===== config.mk =====
export PLATFORM = sky130hd
export DESIGN_NAME = fft_frame_loader
export DESIGN_NICKNAME = d
export VERILOG_FILES = /design/src/rtl/fft_frame_loader_pkg.sv /design/src/rtl/fft_frame_loader_frame_ctrl.sv /design/src/rtl/fft_frame_loader.sv
export SDC_FILE = /design/constraint.sdc
export NUM_CORES = 2
export LEC_CHECK = 0
export CAP_MARGIN = 5
export CORE_ASPECT_RATIO = 1.2
export CORE_MARGIN = 2
export CORE_UTILIZATION = 49
export CTS_CLUSTER_SIZE = 25
export DETAILED_ROUTE_END_ITERATION = 7
export PLACE_DENSITY_LB_ADDON = 0.15
export SETUP_SLACK_MARGIN = 0.2
export SLEW_MARGIN = 20
export SYNTH_ARGS = -nofsm -noshare
export SYNTH_HDL_FRONTEND = slang
export SYNTH_SLANG_ARGS = --single-unit
export TNS_END_PERCENT = 30

===== constraint.sdc =====
create_clock -name clock -period 13.1 [get_ports clock]
set_input_delay 2.62 -clock clock [delete_from_list [all_inputs] [get_ports clock]]
set_output_delay 2.62 -clock clock [all_outputs]
set_load 0.005 [all_outputs]

===== src/rtl/fft_frame_loader_pkg.sv =====
// Shared types for the FFT front end: complex Q16.16 samples and frame sizing.
`ifndef NUM_FFT_POINT
`define NUM_FFT_POINT 8
`endif

package fft_frame_loader_pkg;

    localparam int FFT_POINTS = `NUM_FFT_POINT;
    localparam int SAMPLE_W   = 64;

    // real_part and imag_part are Q16.16 two's complement
    typedef struct packed {
        logic [31:0] real_part;
        logic [31:0] imag_part;
    } COMPLEX_NUMBER;

    typedef COMPLEX_NUMBER FFT_INPUT_PACKET;

endpackage


===== src/rtl/fft_frame_loader_frame_ctrl.sv =====
// Control half of the frame loader: fill index, pending-slot flag, handshake and
// launch decode, framing-error detection and the frame/error counters.
module fft_frame_loader_frame_ctrl #(
    parameter int NUM_POINT = 8,
    parameter int CNT_W     = 16,
    parameter int IDX_W     = 3
) (
    input  logic             clock,
    input  logic             reset,
    input  logic             flush,
    input  logic             in_valid,
    input  logic             in_last,
    input  logic             out_ready,
    output logic             in_ready,
    output logic             accept,
    output logic             complete,
    output logic             launch,
    output logic [IDX_W-1:0] wr_idx,
    output logic             frame_valid,
    output logic             sync_err,
    output logic [CNT_W-1:0] frame_count,
    output logic [CNT_W-1:0] err_count
);

    localparam logic [IDX_W-1:0] LAST_IDX = IDX_W'(NUM_POINT - 1);

    logic [IDX_W-1:0] wr_idx_q, wr_idx_d;
    logic             pend_full_q, pend_full_d;
    logic             frame_valid_q, frame_valid_d;
    logic             sync_err_q, sync_err_d;
    logic [CNT_W-1:0] frame_count_q, frame_count_d;
    logic [CNT_W-1:0] err_count_q, err_count_d;
    logic             at_last;
    logic             frame_err;

    // Handshake: a sample transfers on a cycle where in_valid && in_ready.
    // in_ready is low only during flush, or when the completing sample would need
    // the pending slot and that slot is neither empty nor being launched this cycle.
    always_comb begin
        at_last   = (wr_idx_q == LAST_IDX);
        in_ready  = !flush && (!at_last || !pend_full_q || out_ready);
        accept    = in_valid && in_ready;
        complete  = accept && at_last;
        launch    = !flush && pend_full_q && out_ready;
        frame_err = accept && in_last && !at_last;

        wr_idx_d    = wr_idx_q;
        pend_full_d = pend_full_q;
        if (flush) begin
            wr_idx_d    = '0;
            pend_full_d = 1'b0;
        end else begin
            if (complete || frame_err) begin
                wr_idx_d = '0;
            end else if (accept) begin
                wr_idx_d = wr_idx_q + IDX_W'(1);
            end
            // a completing frame refills the slot even if it launches this cycle
            if (complete) begin
                pend_full_d = 1'b1;
            end else if (launch) begin
                pend_full_d = 1'b0;
            end
        end

        frame_valid_d = launch;
        sync_err_d    = frame_err;
        frame_count_d = launch ? frame_count_q + CNT_W'(1) : frame_count_q;
        err_count_d   = (frame_err && (err_count_q != '1)) ? err_count_q + CNT_W'(1)
                                                           : err_count_q;
    end

    always_ff @(posedge clock or negedge reset) begin
        if (!reset) begin
            wr_idx_q      <= '0;
            pend_full_q   <= 1'b0;
            frame_valid_q <= 1'b0;
            sync_err_q    <= 1'b0;
            frame_count_q <= '0;
            err_count_q   <= '0;
        end else begin
            wr_idx_q      <= wr_idx_d;
            pend_full_q   <= pend_full_d;
            frame_valid_q <= frame_valid_d;
            sync_err_q    <= sync_err_d;
            frame_count_q <= frame_count_d;
            err_count_q   <= err_count_d;
        end
    end

    assign wr_idx      = wr_idx_q;
    assign frame_valid = frame_valid_q;
    assign sync_err    = sync_err_q;
    assign frame_count = frame_count_q;
    assign err_count   = err_count_q;

endmodule


===== src/rtl/fft_frame_loader.sv =====
// Assembles a serial complex-sample stream into NUM_POINT-sample frames and hands
// each finished frame to the FFT through a one-frame pending buffer.
module fft_frame_loader
    import fft_frame_loader_pkg::*;
#(
    parameter int NUM_POINT = `NUM_FFT_POINT,
    parameter int CNT_W     = 16
) (
    input  logic                            clock,
    input  logic                            reset,
    input  logic                            flush,
    input  logic                            in_valid,
    output logic                            in_ready,
    input  FFT_INPUT_PACKET                 in_sample,
    input  logic                            in_last,
    input  logic                            out_ready,
    output FFT_INPUT_PACKET [NUM_POINT-1:0] frame_out,
    output logic                            frame_valid,
    output logic                            sync_err,
    output logic [CNT_W-1:0]                frame_count,
    output logic [CNT_W-1:0]                err_count
);

    localparam int IDX_W = (NUM_POINT > 2) ? $clog2(NUM_POINT) : 1;

    logic             accept;
    logic             complete;
    logic             launch;
    logic [IDX_W-1:0] wr_idx;

    FFT_INPUT_PACKET [NUM_POINT-1:0] fill_q, fill_d;
    FFT_INPUT_PACKET [NUM_POINT-1:0] pend_q, pend_d;
    FFT_INPUT_PACKET [NUM_POINT-1:0] frame_out_q, frame_out_d;

    fft_frame_loader_frame_ctrl #(
        .NUM_POINT (NUM_POINT),
        .CNT_W     (CNT_W),
        .IDX_W     (IDX_W)
    ) u_frame_ctrl (
        .clock       (clock),
        .reset       (reset),
        .flush       (flush),
        .in_valid    (in_valid),
        .in_last     (in_last),
        .out_ready   (out_ready),
        .in_ready    (in_ready),
        .accept      (accept),
        .complete    (complete),
        .launch      (launch),
        .wr_idx      (wr_idx),
        .frame_valid (frame_valid),
        .sync_err    (sync_err),
        .frame_count (frame_count),
        .err_count   (err_count)
    );

    // The completing sample bypasses the fill array straight into the pending slot,
    // and a same-cycle launch still reads the previous pending frame.
    always_comb begin
        fill_d      = fill_q;
        pend_d      = pend_q;
        frame_out_d = frame_out_q;
        if (accept) begin
            fill_d[wr_idx] = in_sample;
        end
        if (complete) begin
            pend_d                = fill_q;
            pend_d[NUM_POINT-1]   = in_sample;
        end
        if (launch) begin
            frame_out_d = pend_q;
        end
    end

    always_ff @(posedge clock) begin
        fill_q <= fill_d;
        pend_q <= pend_d;
    end

    always_ff @(posedge clock or negedge reset) begin
        if (!reset) begin
            frame_out_q <= '0;
        end else begin
            frame_out_q <= frame_out_d;
        end
    end

    assign frame_out = frame_out_q;

endmodule


==> flow_summary.toml <==
[clock_tree]
hold_buffers = 0
h-tree-depth = 4
cts_buffer_depth = 3
cts-root-buf = "clkbuf_16"
clock_latency_ps = 720
postCtsSetupRepairBufs = 0
clock-sinks = 1510
ctsResizeCount = 0
cts_made_buffers = 143
cts.reportedPaths.clkPinSlew_ps = 60
cts_tree = "done"

[yosys]
synth_top_family_by_area = "simple AND/OR/NAND/NOR gates"
synthFlopType = "edfxtp_1"
synth_compound_area_frac = 0.0005521
synth.area.mux_share = 0.0003011
syn-cell-area_um2 = 49860
synth-async-reset-ratio = 0.3642
yosys.area_share.simple = 0.1272
yosysWarningCount = 0
synthCells = 3291
yosysTopAreaCell = "edfxtp_1"
seq_area_frac_synth = 0.8542
synth_xor_area_frac = 0.005270
synth_top_cell_area_share = 0.5782
synthAdderAreaFrac = 0.001004
synth_area_per_cell_um2 = 15.15
ys_types = 44
syn-num-nets = 3365
synthTopCellsByArea = "edfxtp_1 (58%), dfrtp_1 (28%), nand2_1 (12%)"
synth_edf_count = 960
ys_seq_elements = 1510

[sta]
worst_pin_slew_ps = 1253
slew_headroom = 0.1645
worst_slack_ps = 6447
fmax_ghz = 0.1503
slew_violations = 0
setup_viol = 0
tns_ps = 0
min_period_over_period = 0.5078
finalClockSkew_ps = 25.93
post-route-min-period_ps = 6653
finalHoldViolCount = 0
rsz0062_at_grt = "no"

[layout]
multiInputGateArea_um2 = 6740
final_common_cell = "nand2_1"
fillerInstances = 7686
area_growth_pct = 24.59
final_cell_mix = "nand2_1 (1,551), edfxtp_1 (960), clkdlybuf4s50_1 (615), dfrtp_1 (550), clkbuf_16 (145)"
layout.area.seq_um2 = 42590
final_net_count = 4044
drive_above_1_share = 0.06528

[pwr]
power_leakage_nw = 25.55
power.density_nw_per_um2 = 148.4
ir_drop_v = 0.0001249

[run_status]
status = "complete, no violations"

[worst_setup_path]
cp_cell_sequence = "clkdlybuf4s50_1 > and3b_1 > nor2_1 > clkdlybuf4s50_1"
crit_slowest_cell = "clkdlybuf4s50_1"
crit_path_start_kind = "input port"
path_class = "in2out"
path_max_fanout = 3
critPathArrivalTime_ps = 4030
crit_buf_inv = 2
crit_path_max_incr_delay_ps = 530
cp-end-kind = "primary output"
crit_required_ps = 10480
cpMostUsedCell = "clkdlybuf4s50_1"
cp_top_family = "buffers and inverters"

[place]
gp_congestion = 0.7761
pre_cts_slack_ps = 6230
port_buffers = 616
hpwlAfterDp_um = 68200

[drt]
vias = 26875
drtIter0Drc = 2086
viasPerCell = 4.926
drt_first_pass_iters = 5
ant_nets = 0
drc = 0
wirelength_um = 115200
wl_per_cell_um = 21.11

[global_route]
grt_pass1_wl_um = 172000
antenna_found_initial = 3
first_global_vias = 26888
grt_overflow_total = 0
grt_start_max_net_pins = 193
grt.total_usage = 0.2232

[run]
cap_violations = 0

[floorplanning]
die_area_um2 = 104300
fp.coreArea_um2 = 101200
rows = 128
io_pins = 617
die_y_um = 353.4
initial_utilization = 0.4926
die_x_um = 295.2

[worst_hold_path]
min_path_type = "reg2reg"
-- cells in the mapped netlist, types with 3 or more instances --
cell type	number
nor3_1	6
nor4_1	3
xor2_1	14
nand4_1	10
nor3_2	3
dfrtp_1	550
ha_1	4
buf_1	3
nand2_1	1551
nand2b_1	3
nand3_1	8
a21oi_1	3
edfxtp_1	960
xnor2_1	16
nor2_1	14
buf_2	88
clkbuf_1	22
-- power breakdown --
| group | internal [mW] | switching [mW] |
|---|---|---|
| sequential | 5.08 | 0.0158 |
| combinational | 0.0418 | 0.0906 |
| clock | 2.26 | 1.73 |
| total | 7.38 | 1.84 |
-- path summary, 6_finish.rpt --
check	from	to	slack [ps]	cells after the start
worst max register to register	u_frame_ctrl.wr_idx[0]	pend_q[497]	8740	7
min in group asynchronous	reset	frame_out[169]	1920	1
worst max-delay path	out_ready	in_ready	6450	4
max in group asynchronous	reset	frame_out[187]	8950	3
worst min register to register	fill_q[255]	pend_q[255]	400	0
worst min-delay path	fill_q[255]	pend_q[255]	400	0
-- sequential cells by signal, indices dropped and copies added (netlist names) --
signal / count
u_frame_ctrl.frame_valid: 1
u_frame_ctrl.wr_idx: 3
pend_q: 512
fill_q: 448
frame_out: 512
u_frame_ctrl.err_count: 16
u_frame_ctrl.pend_full_q: 1
u_frame_ctrl.sync_err: 1
u_frame_ctrl.frame_count: 16
-- per-stage QoR --
stage	power (mW)	util	hold slack [ps]	cell area (um^2)	std cells
4_1_cts	9.320	0.6134	402.7	62090	5454
2_1_floorplan	5.207	-	400.3	49860	3291
5_1_grt	9.518	0.6137	412.5	62120	5456
3_5_place_dp	5.327	0.5685	404.5	57540	5189
6_report	9.220	0.6137	400.6	62120	5456
3_3_place_gp	5.326	0.5685	400.2	57540	5189
-- logic make-up (layout without fill, tap and decap cells) --
logic type	Yosys count	in the layout
xor gates and xnor gates	30	30
adders and majority gates	4	4
AOI/OAI and AO/OA	4	4
DFF	1510	1510
muxes	1	1
and+or+nand+nor	1623	1623
other	0	1
buffers and inverters	119	918
-- per-layer routing --
| layer | GRT usage | part of all wire | vias up |
|---|---|---|---|
| li1 | - | - | 12409 |
| met1 | 0.2939 | 0.40 | 13461 |
| met2 | 0.3550 | 0.49 | 815 |
| met5 | 0 | 0.00020 | - |
| met3 | 0.06491 | 0.076 | 186 |
| met4 | 0.08274 | 0.033 | 4 |
-- layout make-up --
| class | instances | share of cell area |
|---|---|---|
| diodes | 1 | 0.00004028 |
| flip-flops and latches | 1510 | 0.6856 |
| multi-input cells | 1662 | 0.1085 |
| clock inverters | 61 | 0.008802 |
| clock buffers | 204 | 0.06439 |
| well taps | 1365 | 0.02749 |
| inverters | 3 | 0.0003223 |
| repair buffers | 650 | 0.1048 |
(Power assumes the default switching activity.)
